<file path="config.mk">
export PLATFORM = sky130hd
export DESIGN_NAME = acc_sched_flat
export DESIGN_NICKNAME = d
export VERILOG_FILES = /design/src/rtl/acc_sched_if.sv /design/src/rtl/acc_sched.sv /design/src/flat_wrapper.sv
export SDC_FILE = /design/constraint.sdc
export NUM_CORES = 1
export LEC_CHECK = 0
export ABC_AREA = 1
export BUFFER_PORTS_ARGS = -buffer_cell sky130_fd_sc_hd__buf_4
export CAP_MARGIN = 0
export CORE_MARGIN = 5
export CORE_UTILIZATION = 30
export CTS_BUF_LIST = sky130_fd_sc_hd__clkbuf_8
export CTS_CLUSTER_SIZE = 12
export DETAILED_ROUTE_END_ITERATION = 8
export PLACE_DENSITY = 0.59
export SETUP_SLACK_MARGIN = 0.2
export SYNTH_ARGS = -nofsm -noshare
export SYNTH_HDL_FRONTEND = slang
export SYNTH_SLANG_ARGS = --single-unit
</file>
<file path="constraint.sdc">
create_clock -name clk -period 2.8 [get_ports clk]
set_input_delay 0.28 -clock clk [delete_from_list [all_inputs] [get_ports clk]]
set_output_delay 0.28 -clock clk [all_outputs]
set_load 0.1 [all_outputs]
</file>
<file path="src/rtl/acc_sched_if.sv">
// rtl/acc_sched_if.sv - requester/result bundle between operand producers and acc_sched
interface acc_sched_if #(
  parameter int NREQ = 4,
  parameter int W    = 8,
  parameter int IDW  = 2
);
  logic [NREQ-1:0]   req;
  logic [NREQ-1:0]   opnd_vld;
  logic [NREQ*W-1:0] opnd;
  logic [NREQ-1:0]   last;
  logic [NREQ-1:0]   gnt;
  logic              busy;
  logic [W-1:0]      result;
  logic              result_cout;
  logic [IDW-1:0]    result_id;
  logic              done;

  modport master (
    output req, opnd_vld, opnd, last,
    input  gnt, busy, result, result_cout, result_id, done
  );

  modport slave (
    input  req, opnd_vld, opnd, last,
    output gnt, busy, result, result_cout, result_id, done
  );
endinterface

</file>
<file path="src/rtl/acc_sched.sv">
// rtl/acc_sched.sv - round-robin scheduler sharing one accumulator among NREQ requesters
// ACC_SCHED_SAT_EN: clamp the accumulator to all-ones on carry-out instead of wrapping.
module acc_sched #(
  parameter int NREQ = 4,
  parameter int W    = 8,
  parameter int IDW  = 2
) (
  input  logic        clk,
  input  logic        clear_n,
  acc_sched_if.slave  bus
);

  typedef enum logic [1:0] {IDLE, RUN, DONE} state_t;

  state_t          state, state_nxt;
  logic [NREQ-1:0] gnt_q;
  logic [IDW-1:0]  ptr;
  logic [IDW-1:0]  win_idx;
  logic [IDW-1:0]  cand;
  logic            win_found;
  logic [W-1:0]    acc;
  logic [W-1:0]    acc_nxt;
  logic            cy;
  logic [W-1:0]    result_q;
  logic            cout_q;
  logic [IDW-1:0]  id_q;
  logic            req_k, vld_k, last_k;
  logic [W-1:0]    opnd_k;
  logic [W:0]      sum;
  logic            carry;
  logic            accept;

  // ptr holds the last winner, which is also the currently granted requester in RUN
  always_comb begin
    req_k  = 1'b0;
    vld_k  = 1'b0;
    last_k = 1'b0;
    opnd_k = '0;
    for (int i = 0; i < NREQ; i++) begin
      if (ptr == IDW'(i)) begin
        req_k  = bus.req[i];
        vld_k  = bus.opnd_vld[i];
        last_k = bus.last[i];
        opnd_k = bus.opnd[i*W +: W];
      end
    end
  end

  // Search from the farthest candidate down so the nearest one after ptr wins.
  always_comb begin
    win_found = 1'b0;
    win_idx   = '0;
    cand      = '0;
    for (int off = NREQ; off >= 1; off--) begin
      cand = IDW'((int'(ptr) + off) % NREQ);
      if (bus.req[cand]) begin
        win_found = 1'b1;
        win_idx   = cand;
      end
    end
  end

  assign accept = (state == RUN) & req_k & vld_k;
  assign sum    = {1'b0, acc} + {1'b0, opnd_k};
  assign carry  = sum[W];

`ifdef ACC_SCHED_SAT_EN
  assign acc_nxt = carry ? {W{1'b1}} : sum[W-1:0];
`else
  assign acc_nxt = sum[W-1:0];
`endif

  always_ff @(posedge clk or negedge clear_n) begin
    if (!clear_n) state <= IDLE;
    else          state <= state_nxt;
  end

  always_comb begin
    state_nxt = state;
    case (state)
      IDLE:    if (win_found) state_nxt = RUN;
      RUN: begin
        if (!req_k)                state_nxt = IDLE;
        else if (accept && last_k) state_nxt = DONE;
      end
      DONE:    state_nxt = IDLE;
      default: state_nxt = IDLE;
    endcase
  end

  always_ff @(posedge clk or negedge clear_n) begin
    if (!clear_n) begin
      gnt_q    <= '0;
      ptr      <= IDW'(NREQ - 1);
      acc      <= '0;
      cy       <= 1'b0;
      result_q <= '0;
      cout_q   <= 1'b0;
      id_q     <= '0;
    end else begin
      case (state)
        IDLE: begin
          if (win_found) begin
            ptr   <= win_idx;
            gnt_q <= {{(NREQ-1){1'b0}}, 1'b1} << win_idx;
            acc   <= '0;
            cy    <= 1'b0;
          end
        end
        RUN: begin
          if (!req_k) begin
            gnt_q <= '0;
          end else if (accept) begin
            acc <= acc_nxt;
            cy  <= cy | carry;
            if (last_k) begin
              result_q <= acc_nxt;
              cout_q   <= cy | carry;
              id_q     <= ptr;
              gnt_q    <= '0;
            end
          end
        end
        default: ;
      endcase
    end
  end

  always_comb begin
    bus.busy        = (state == RUN) || (state == DONE);
    bus.done        = (state == DONE);
    bus.gnt         = gnt_q;
    bus.result      = result_q;
    bus.result_cout = cout_q;
    bus.result_id   = id_q;
  end

endmodule

</file>
<file path="src/flat_wrapper.sv">
// flat-port wrapper written by rule: the top's interface ports become plain ports
module acc_sched_flat 
#(
  parameter int NREQ = 4,
  parameter int W    = 8,
  parameter int IDW  = 2
)
  (clk, clear_n, bus_req, bus_opnd_vld, bus_opnd, bus_last, bus_gnt, bus_busy, bus_result, bus_result_cout, bus_result_id, bus_done);
  acc_sched_if #(.NREQ(NREQ), .W(W), .IDW(IDW)) bus_i ();
  input  logic clk;
  input  logic clear_n;
  input wire logic [$bits(bus_i.req)-1:0] bus_req;
  input wire logic [$bits(bus_i.opnd_vld)-1:0] bus_opnd_vld;
  input wire logic [$bits(bus_i.opnd)-1:0] bus_opnd;
  input wire logic [$bits(bus_i.last)-1:0] bus_last;
  output wire logic [$bits(bus_i.gnt)-1:0] bus_gnt;
  output wire logic [$bits(bus_i.busy)-1:0] bus_busy;
  output wire logic [$bits(bus_i.result)-1:0] bus_result;
  output wire logic [$bits(bus_i.result_cout)-1:0] bus_result_cout;
  output wire logic [$bits(bus_i.result_id)-1:0] bus_result_id;
  output wire logic [$bits(bus_i.done)-1:0] bus_done;
  assign bus_i.req = bus_req;
  assign bus_i.opnd_vld = bus_opnd_vld;
  assign bus_i.opnd = bus_opnd;
  assign bus_i.last = bus_last;
  assign bus_gnt = bus_i.gnt;
  assign bus_busy = bus_i.busy;
  assign bus_result = bus_i.result;
  assign bus_result_cout = bus_i.result_cout;
  assign bus_result_id = bus_i.result_id;
  assign bus_done = bus_i.done;
  acc_sched #(.NREQ(NREQ), .W(W), .IDW(IDW)) u_core (.clk(clk), .clear_n(clear_n), .bus(bus_i));
endmodule
</file>
==> results.md, run 1 <==
* Syn_nets at 383
* Final Core Density at 44.6%
* Die Height at 97.0 um
* Total of max-cap violations at 0
* Vias at 2,345
* CTS max path bufs at 2
* Layout Area Growth over Synthesis at 43.5%
* Startpoint type of the worst setup path: flop
* CP endpoint kind: flop
* Synth Area in Simple Gates at 35.4%
* Max FO, Critical Path at 7
* Synthesized area at 0.00227 mm2
* Fill cells at 758
* Worst Tran Pin Value at 0.365 ns
* Initial antenna violation count at 0
* Critical Path Start: u_core.ptr[0]$_DFFE_PN1P_
* Initial DRC Count at 85
* Setup TNS at 0 ns
* CTS tree: built
* Status: finished clean
* Critical Path RT at 3.02 ns
* Starting Density at 31.1%
* Synth unique cells at 32
* Post-Synth XOR/XNOR Area at 2.32%
* Fin nets at 471
* Drt wl/cell at 12.7 um
* Fraction of layout cells with a size suffix above 1 at 38.7%
* Die Span X at 97.0 um
* Pre-antenna DRT Iters at 4
* Slew Limit Fails at 0
* Cts bufs inserted at 3
* Fmax at 382 MHz
* Synth Area in Adders at 9.16%
* Share of synthesized area spent on multiplexers at 0%
* Via density at 4.63
* All-Layer GR Usage at 13.1%
* Crit path arrival time at 2.83 ns
* Clk sinks at 28
* Hold Slack at 0.444 ns
* Post-DP HPWL at 4.83 mm
* Drt drc at 0
* Placed insts at 479
* Synth Flop Type: dfrtp_1
* First-pass GRT wire length at 10.3 mm
* Post-route ant nets at 0
* #FFs+latches synth at 28
* Buffers on Ports at 62
* Final hold violations at 0
* Slew HR at 75.7%
* Vias in the first global route at 2,197
* Ant diodes at 0
* Min Tclk post-route at 2.61 ns
* Largest net degree at the start of global routing at 29
* Fin Clk Skew at 0.00786 ns
* Worst-Skew Late Latency at 0.28 ns
* Syn Area/Cell at 7.07 um2
* CORE AREA at 0.00729 mm2
* Setup repair after global routing missed its margin: true
* Yosys warning count at 0
* Htree depth at 1
* GPL Wtd Cong at 0.811
* Compound-Gate Fraction of Synth Area at 12.8%
* Routed WL at 6.43 mm
* Remaining global-route overflow at 0
* Period utilization at 93.4%
* Clock edge transition at the registers on the reported setup and hold paths at 0.10 ns
* RR Startpoint: u_core.ptr[0]$_DFFE_PN1P_
* Synthesized instance count at 321
* Setup violators final at 0
* Num ports at 63
* Post-synth EDFFs at 0
* Placement Rows at 31
* Finished Layout Cells at 507
* Async set-reset flop share out of synthesis at 100%
* Die ar. at 0.00940 mm2
* CTS root buf: clkbuf_8
* Worst Hold Class: primary input to async pin
* Crit path kind: flop to flop
* Sequential area share after synthesis at 31.0%
* Largest family of logic cells by synthesized area: simple AND/OR/NAND/NOR gates
flip-flops by register name, summed over array words and instances, names as in the netlist:
name and count:
u_core.state 2, u_core.acc 8, u_core.bus.result_id 2, u_core.bus.result 8, u_core.ptr 2, u_core.bus.gnt 4, u_core.cy 1, u_core.bus.result_cout 1
placed cells by master (no fill, tap or decap), types with 4 or more instances in the layout:
cell type  synthesis  routed
nand2_1          109     107
buf_4              3      84
dfrtp_1           26      26
nand3_1           27      25
inv_1             28      25
nor2_1            20      19
a21oi_1           26      18
o21ai_2           10      11
o21ai_0           13      10
nand2_2            7       9
ha_1              15       8
a21oi_2            0       7
nand3_2            5       7
ha_4               0       6
buf_6              2       6
inv_4              2       5
clkbuf_8           0       4
what timing repair did:
item                       4_1_cts  5_1_grt
hold endpoints to repair        26        0
setup endpoints to repair       10       12
gates cloned                     0        0
resized for setup                7       34
setup buffers                    5       18
hold buffers                     1        0
pin swaps                        5       19
cell usage after synthesis (5+ instances only):
cell | number | share of area (%)
o21ai_0 | 13 | 2.9
nand2_2 | 7 | 1.9
nand3_2 | 5 | 2.2
a21oi_1 | 26 | 5.7
nand3_1 | 27 | 6.0
nor2_1 | 20 | 3.3
nand2_1 | 109 | 18
dfrtp_1 | 26 | 29
o21ai_2 | 10 | 3.9
inv_1 | 28 | 4.6
ha_1 | 15 | 8.3
worst max-delay path: stages, from the launching register on:
cell and delay [ns]:
dfstp_2 0.61, buf_6 0.12, buf_6 0.09, ha_4 0.20
clkinv_8 0.09, clkbuf_4 0.18, buf_4 0.15, a21oi_2 0.13
ha_1 0.29, nand2_1 0.10, nor2_1 0.04, nand2_1 0.06
nand3_1 0.08, xor2_1 0.18, nand2_1 0.09, o21ai_2 0.13
path summary, 6_finish.rpt:
path / endpoint / depth (start not counted) / slack [ns]
max: u_core.acc[7]$_DFFE_PN0P_ / 15 / 0.19
min: u_core.acc[1]$_DFFE_PN0P_ / 2 / 0.44
max reg2reg: u_core.acc[7]$_DFFE_PN0P_ / 15 / 0.19
min reg2reg: u_core.bus.result_cout$_DFFE_PN0P_ / 2 / 0.49
max in group asynchronous: u_core.ptr[1]$_DFFE_PN1P_ / 2 / 2.04
min in group clk: u_core.bus.result_cout$_DFFE_PN0P_ / 2 / 0.49
cell families after synthesis:
logic type	Yosys count
compound gates	50
flops	28
xor+xnor	6
fa+ha+maj	16
buf+inv	43
simple gates	178
per-layer routing:
metal | global-route usage (%) | routed length, um | share of wire [%]
met4 | 3.89 | 91 | 1.4
met5 | 0 | 0 | 0
met2 | 20.1 | 2870 | 45
met3 | 3.24 | 431 | 6.7
met1 | 18.0 | 3040 | 47
metrics by stage:
stage          instance area, um2  setup WS (ns)
6_report                     3260          0.185
5_1_grt                      3260         0.0367
4_1_cts                      2990          0.168
3_5_place_dp                 2850         0.0274
3_3_place_gp                 2850          0.111
2_1_floorplan                2300          0.213
cell type report:
type	instances	area, um2	area share, %
Multi-Input combinational cell	250	1510	46.2
Timing Repair Buffer	92	716	22.0
Sequential cell	28	703	21.6
Inverter	34	153	4.69
Tap cell	99	124	3.80
Clock buffer	4	55.1	1.69
Power of run 1 is not shown: default switching activity piles up to over one toggle a cycle in this logic, so the estimate is an artifact.
==> inputs of run 2 (changes only) <==
==> constraint.sdc (replaced) <==
create_clock -name clk -period 2.1 [get_ports clk]
set_input_delay 0.21 -clock clk [delete_from_list [all_inputs] [get_ports clk]]
set_output_delay 0.21 -clock clk [all_outputs]
set_load 0.1 [all_outputs]
==> run 2 against run 1 <==
  * The run now ends with negative setup slack left
  * Final area rose by 8.8%
  * First-iteration DRC count up 27%
  * Wire length rose by 2.3%
  * Global-route usage increased by 0.54 points
  * Core utilization is 3.9 points higher
  * Via count up 0.68%
  * Highest routed layer unchanged
==> results.md, run 2 (synthesized netlist as in run 1, its figures left out) <==
* Status: finished, violations left
* Failing checks: negative setup slack
* Largest net degree at the start of global routing at 29 (unchanged)
* Placement Setup Slack at -0.516 ns (-0.543 ns)
* Die ar. at 0.00940 mm2 (unchanged)
* Most frequent cells in the layout: buf_4 (95), nand2_1 (94), dfrtp_1 (26)
* Drt drc at 0 (unchanged)
* CORE AREA at 0.00729 mm2 (unchanged)
* Crit-path cells: inv_4 -> ha_4 -> inv_4 -> nand3_2 -> nand2_2 -> o21ai_2 -> a21oi_2 -> ha_2 -> inv_2 -> fa_2 -> nand3b_1 -> nand2_2 -> buf_4 -> xnor2_2 -> nor2_1 -> nand2_1 -> nand2_1
* Initial antenna violation count at 0 (unchanged)
* Crit path kind: flop to flop
* Worst-Skew Late Latency at 0.27 ns (about the same)
* Post-DP HPWL at 4.86 mm (+0.56%)
* Slowest CP cell: dfstp_2
* Clk sinks at 28 (unchanged)
* Ant diodes at 0 (unchanged)
* Starting Density at 31.1% (unchanged)
* GPL Wtd Cong at 0.806 (-0.68%)
* Fmax at 384 MHz (+0.47%)
* Via density at 4.45 (-3.7%)
* Num ports at 63 (unchanged)
* Drt wl/cell at 12.4 um (-2.2%)
* Pre-antenna DRT Iters at 5 (+1)
* CP endpoint kind: flop
* Min Tclk post-route at 2.60 ns (-0.0123 ns)
* CTS root buf: clkbuf_8
* Total of max-cap violations at 0 (unchanged)
* Final hold violations at 0 (unchanged)
* Max FO, Critical Path at 5 (-2)
* Vias at 2,361 (+0.68%)
* Critical Path RT at 2.28 ns (-0.74 ns)
* All-Layer GR Usage at 13.6% (+0.54 points)
* Vias in the first global route at 2,362 (+7.5%)
* Routed WL at 6.57 mm (+2.3%)
* Most common cell after layout, fill and taps aside: buf_4
* Slew HR at 75.5% (-0.21 points)
* Period utilization at 124% (+31 points)
* Initial DRC Count at 108 (+27%)
* Fin Clk Skew at 0.00231 ns (-0.00555 ns)
* First-pass GRT wire length at 11.0 mm (+6.3%)
* Setup repair after global routing missed its margin: true
* Number of buffers and inverters on the critical path at 4 (-1)
* CP top delay family: adder cells
* Clock edge transition at the registers on the reported setup and hold paths at 0.09 ns (about the same)
* Die Height at 97.0 um (unchanged)
* Final worst-path setup slack at -0.503 ns (-0.688 ns)
* Fill cells at 708 (-6.6%)
* Worst Hold Class: primary input to async pin
* Htree depth at 1 (unchanged)
* Fin nets at 494 (+4.9%)
* Crit path arrival time at 2.78 ns (-0.05 ns)
* Placement Rows at 31 (unchanged)
* CTS tree: built
* Slew Limit Fails at 0 (unchanged)
* Buffers on Ports at 62 (unchanged)
* Startpoint type of the worst setup path: flop
* Setup violators final at 25 (+25)
* Die Span X at 97.0 um (unchanged)
* Layout Area Growth over Synthesis at 56.2%
* Post-route ant nets at 0 (unchanged)
* Cts bufs inserted at 3 (unchanged)
* Worst Tran Pin Value at 0.368 ns (+0.00320 ns)
* Fraction of layout cells with a size suffix above 1 at 46.2% (+7.4 points)
* CTS max path bufs at 2 (unchanged)
* Remaining global-route overflow at 0 (unchanged)
* Slowest cell delay on critical path at 0.57 ns (-0.04 ns)
## run 2: changes by cell type in the layout (fill, tap and decap cells not counted), moves of 3 or more
cell,before,now
buf_6,6,14
nand2_1,107,94
ha_4,6,3
o21ai_1,2,6
inv_1,25,22
nand2_2,9,20
buf_4,84,95
inv_2,2,6
o21ai_0,10,5
## run 2: path summary, 6_finish.rpt
check,depth (start not counted),slack [ns],startpoint,endpoint
setup / recovery,17,-0.50,u_core.ptr[1]$_DFFE_PN1P_,u_core.acc[4]$_DFFE_PN0P_
hold / removal,2,0.38,clear_n,u_core.bus.gnt[1]$_DFFE_PN0P_
setup reg to reg,17,-0.50,u_core.ptr[1]$_DFFE_PN1P_,u_core.acc[4]$_DFFE_PN0P_
hold reg to reg,2,0.49,u_core.bus.result[6]$_DFFE_PN0P_,u_core.bus.result[6]$_DFFE_PN0P_
max in group asynchronous,2,1.40,clear_n,u_core.ptr[1]$_DFFE_PN1P_
min in group clk,2,0.49,u_core.bus.result[6]$_DFFE_PN0P_,u_core.bus.result[6]$_DFFE_PN0P_
## run 2: area by class of cell
| class | instances | area, um2 | share of cell area (%) |
|---|---|---|---|
| multi-input cells | 251 | 1580 | 44.5 |
| repair buffers | 112 | 921 | 26.0 |
| flip-flops and latches | 28 | 703 | 19.8 |
| inverters | 34 | 143 | 4.03 |
| well taps | 99 | 124 | 3.50 |
| clock buffers | 4 | 55.1 | 1.55 |
| repair inverters | 2 | 22.5 | 0.636 |
## run 2: per-stage QoR
| step | util [%] | hold WS (ns) | area (um2) | TNS [ns] | std cells |
|---|---|---|---|---|---|
| after floorplan | - | -0.0856 | 2320 | -4.59 | 321 |
| after global placement | 42.0 | 0.152 | 3060 | -5.20 | 505 |
| after detailed placement | 42.0 | 0.157 | 3060 | -5.76 | 505 |
| after CTS | 46.3 | 0.393 | 3380 | -5.68 | 525 |
| after global routing | 48.6 | 0.423 | 3540 | -10.22 | 530 |
| final | 48.6 | 0.384 | 3540 | -6.47 | 530 |
## run 2: worst reg2reg max path, stage by stage, from the launching register on
cell	delay, ns
dfstp_2	0.57
inv_4	0.05
ha_4	0.18
inv_4	0.07
nand3_2	0.06
nand2_2	0.07
o21ai_2	0.05
a21oi_2	0.15
ha_2	0.20
inv_2	0.04
fa_2	0.34
nand3b_1	0.20
nand2_2	0.11
buf_4	0.13
xnor2_2	0.12
nor2_1	0.06
nand2_1	0.07
nand2_1	0.04
## run 2: layer usage
metal  share of wire (%)  track usage [%]
met5                   0                0
met2                  46             21.7
met3                 6.3             3.24
met4                0.29             3.56
met1                  47             18.4
## run 2: repair_timing
| action | CTS | global route |
|---|---|---|
| hold endpoints to repair | 26 | 0 |
| gates cloned | 3 | 0 |
| resized for setup | 36 | 36 |
| setup endpoints to repair | 26 | 28 |
| buffers inserted | 12 | 5 |
| pin swaps | 27 | 13 |
| hold buffers | 1 | 0 |
Power of run 2 is left out for the same reason.
==> inputs of run 3 (changes only) <==
--- a/config.mk
+++ b/config.mk
@@ -13,8 +13,10 @@
 export CTS_BUF_LIST = sky130_fd_sc_hd__clkbuf_8
 export CTS_CLUSTER_SIZE = 12
 export DETAILED_ROUTE_END_ITERATION = 8
+export MAX_ROUTING_LAYER = met4
 export PLACE_DENSITY = 0.59
 export SETUP_SLACK_MARGIN = 0.2
+export SKIP_CTS_REPAIR_TIMING = 1
 export SYNTH_ARGS = -nofsm -noshare
 export SYNTH_HDL_FRONTEND = slang
 export SYNTH_SLANG_ARGS = --single-unit
==> run 3 against run 2 <==
  * Highest routed layer unchanged
  * Register-to-register slack gained 0.02 ns
  * Final area shrank 6.0%
  * Core utilization fell by 2.9 points
  * Hold slack worse by 0.0038 ns
  * First-iteration DRC count shrank 7.4%
  * Cell count decreased by 2.3%
  * Setup slack improved by 0.021 ns
  * The run still ends with negative setup slack left
  * Die area unchanged
==> results.md, run 3 (synthesized netlist as in run 1, its figures left out) <==
* Status: finished, violations left
* Failing checks: negative setup slack
* CTS tree: built
* Layout Area Growth over Synthesis at 46.8%
* Starting Density at 31.1% (unchanged)
* Worst-Skew Late Latency at 0.27 ns (about the same)
* Hold Slack at 0.380 ns (-0.00378 ns)
* Ant diodes at 0 (unchanged)
* Die Height at 97.0 um (unchanged)
* Final worst-path setup slack at -0.482 ns (+0.0207 ns)
* Pre-antenna DRT Iters at 4 (-1)
* Total of max-cap violations at 0 (unchanged)
* Clock edge transition at the registers on the reported setup and hold paths at 0.10 ns (about the same)
* Worst Hold Class: primary input to async pin
* Post-DP HPWL at 4.86 mm (unchanged)
* Setup violators final at 23 (-8.0%)
* Fin Clk Skew at 0.00382 ns (+0.00152 ns)
* Placement Rows at 31 (unchanged)
* Remaining global-route overflow at 0 (unchanged)
* All-Layer GR Usage at 13.0% (-0.64 points)
* Startpoint type of the worst setup path: flop
* Finished Layout Cells at 518 (-2.3%)
* Post-route ant nets at 0 (unchanged)
* GPL Wtd Cong at 0.817 (+1.5%)
* Fin nets at 482 (-2.4%)
* Slew HR at 76.1% (+0.61 points)
* CTS root buf: clkbuf_8
* CP endpoint kind: flop
* Placed insts at 505 (unchanged)
* Num ports at 63 (unchanged)
* Crit path arrival time at 2.79 ns (about the same)
* Die ar. at 0.00940 mm2 (unchanged)
* Slew Limit Fails at 0 (unchanged)
* Htree depth at 1 (unchanged)
* Fill cells at 757 (+6.9%)
* Most common cell after layout, fill and taps aside: nand2_1
* Worst Tran Pin Value at 0.359 ns (-0.00920 ns)
* Critical Path RT at 2.31 ns (+0.03 ns)
* Largest net degree at the start of global routing at 29 (unchanged)
* CTS max path bufs at 2 (unchanged)
* Most frequent cells in the layout: nand2_1 (98), buf_4 (96), dfrtp_1 (26)
* Drt drc at 0 (unchanged)
* Vias in the first global route at 2,208 (-6.5%)
* Setup TNS at -5.86 ns (+0.610 ns)
* Cts bufs inserted at 3 (unchanged)
* Via density at 4.41 (-1.0%)
* Cell Area, Placed at 0.00306 mm2 (unchanged)
* CP top delay family: compound AO/OA/AOI/OAI gates
* Crit-path cells: inv_4 -> ha_4 -> buf_4 -> a21oi_1 -> nand2_1 -> o21ai_0 -> a21oi_1 -> ha_1 -> a21oi_1 -> nand2_2 -> a21oi_2 -> xnor2_1 -> nand2_1 -> o21ai_2
* Routed WL at 6.31 mm (-3.9%)
* Fmax at 387 MHz (+0.80%)
* Buffers on Ports at 62 (unchanged)
* Drt wl/cell at 12.2 um (-1.7%)
* Crit path kind: flop to flop
* Setup repair after global routing missed its margin: true
* Clk sinks at 28 (unchanged)
* First-pass GRT wire length at 10.3 mm (-6.5%)
* Fraction of layout cells with a size suffix above 1 at 41.5% (-4.6 points)
* Period utilization at 123% (-0.98 points)
* Slowest CP cell: dfstp_2
* Most used cell, CP: a21oi_1
* Initial antenna violation count at 0 (unchanged)
* Max FO, Critical Path at 6 (+1)
* Slowest cell delay on critical path at 0.61 ns (+0.04 ns)
* Post-route cell area at 0.00333 mm2 (-6.0%)
* Initial DRC Count at 100 (-7.4%)
* Min Tclk post-route at 2.58 ns (-0.0207 ns)
* Vias at 2,284 (-3.3%)
* Final hold violations at 0 (unchanged)
* Die Span X at 97.0 um (unchanged)
* CORE AREA at 0.00729 mm2 (unchanged)
* Number of buffers and inverters on the critical path at 2 (-2)
run 3: changes by cell type in the layout (fill, tap and decap cells not counted), sizes merged:
cell / change
buf: -10
inv: -2
run 3: final cells by class:
| class | count | area [um2] | share of cell area, % |
|---|---|---|---|
| clock buffers | 4 | 55.1 | 1.65 |
| well taps | 99 | 124 | 3.72 |
| multi-input cells | 251 | 1520 | 45.7 |
| inverters | 34 | 140 | 4.21 |
| repair buffers | 102 | 787 | 23.6 |
| flip-flops and latches | 28 | 703 | 21.1 |
run 3: path summary, 6_finish.rpt:
check,from,end,slack (ns),cells after the start
setup / recovery,u_core.ptr[0]$_DFFE_PN1P_,u_core.acc[6]$_DFFE_PN0P_,-0.48,14
hold / removal,clear_n,u_core.bus.gnt[1]$_DFFE_PN0P_,0.38,2
setup reg to reg,u_core.ptr[0]$_DFFE_PN1P_,u_core.acc[6]$_DFFE_PN0P_,-0.48,14
hold reg to reg,u_core.bus.result[6]$_DFFE_PN0P_,u_core.bus.result[6]$_DFFE_PN0P_,0.49,2
max in group asynchronous,clear_n,u_core.ptr[1]$_DFFE_PN1P_,1.41,2
min in group clk,u_core.bus.result[6]$_DFFE_PN0P_,u_core.bus.result[6]$_DFFE_PN0P_,0.49,2
run 3: layer usage:
layer  up-vias  track usage, %  part of all wire [%]
met2        53            19.8                    45
li1       1227               -                     -
met3         4            2.95                   5.5
met4         0            2.92                  0.60
met5         -               -                     0
met1      1000            17.5                    49
run 3: stage by stage:
stage	setup WS, ns	utilization, %
CTS	-0.549	42.8
finish	-0.482	45.7
global placement	-0.455	42.0
detailed placement	-0.516	42.0
global route	-0.658	45.7
floorplan	-0.484	-
Power of run 3 is left out for the same reason.
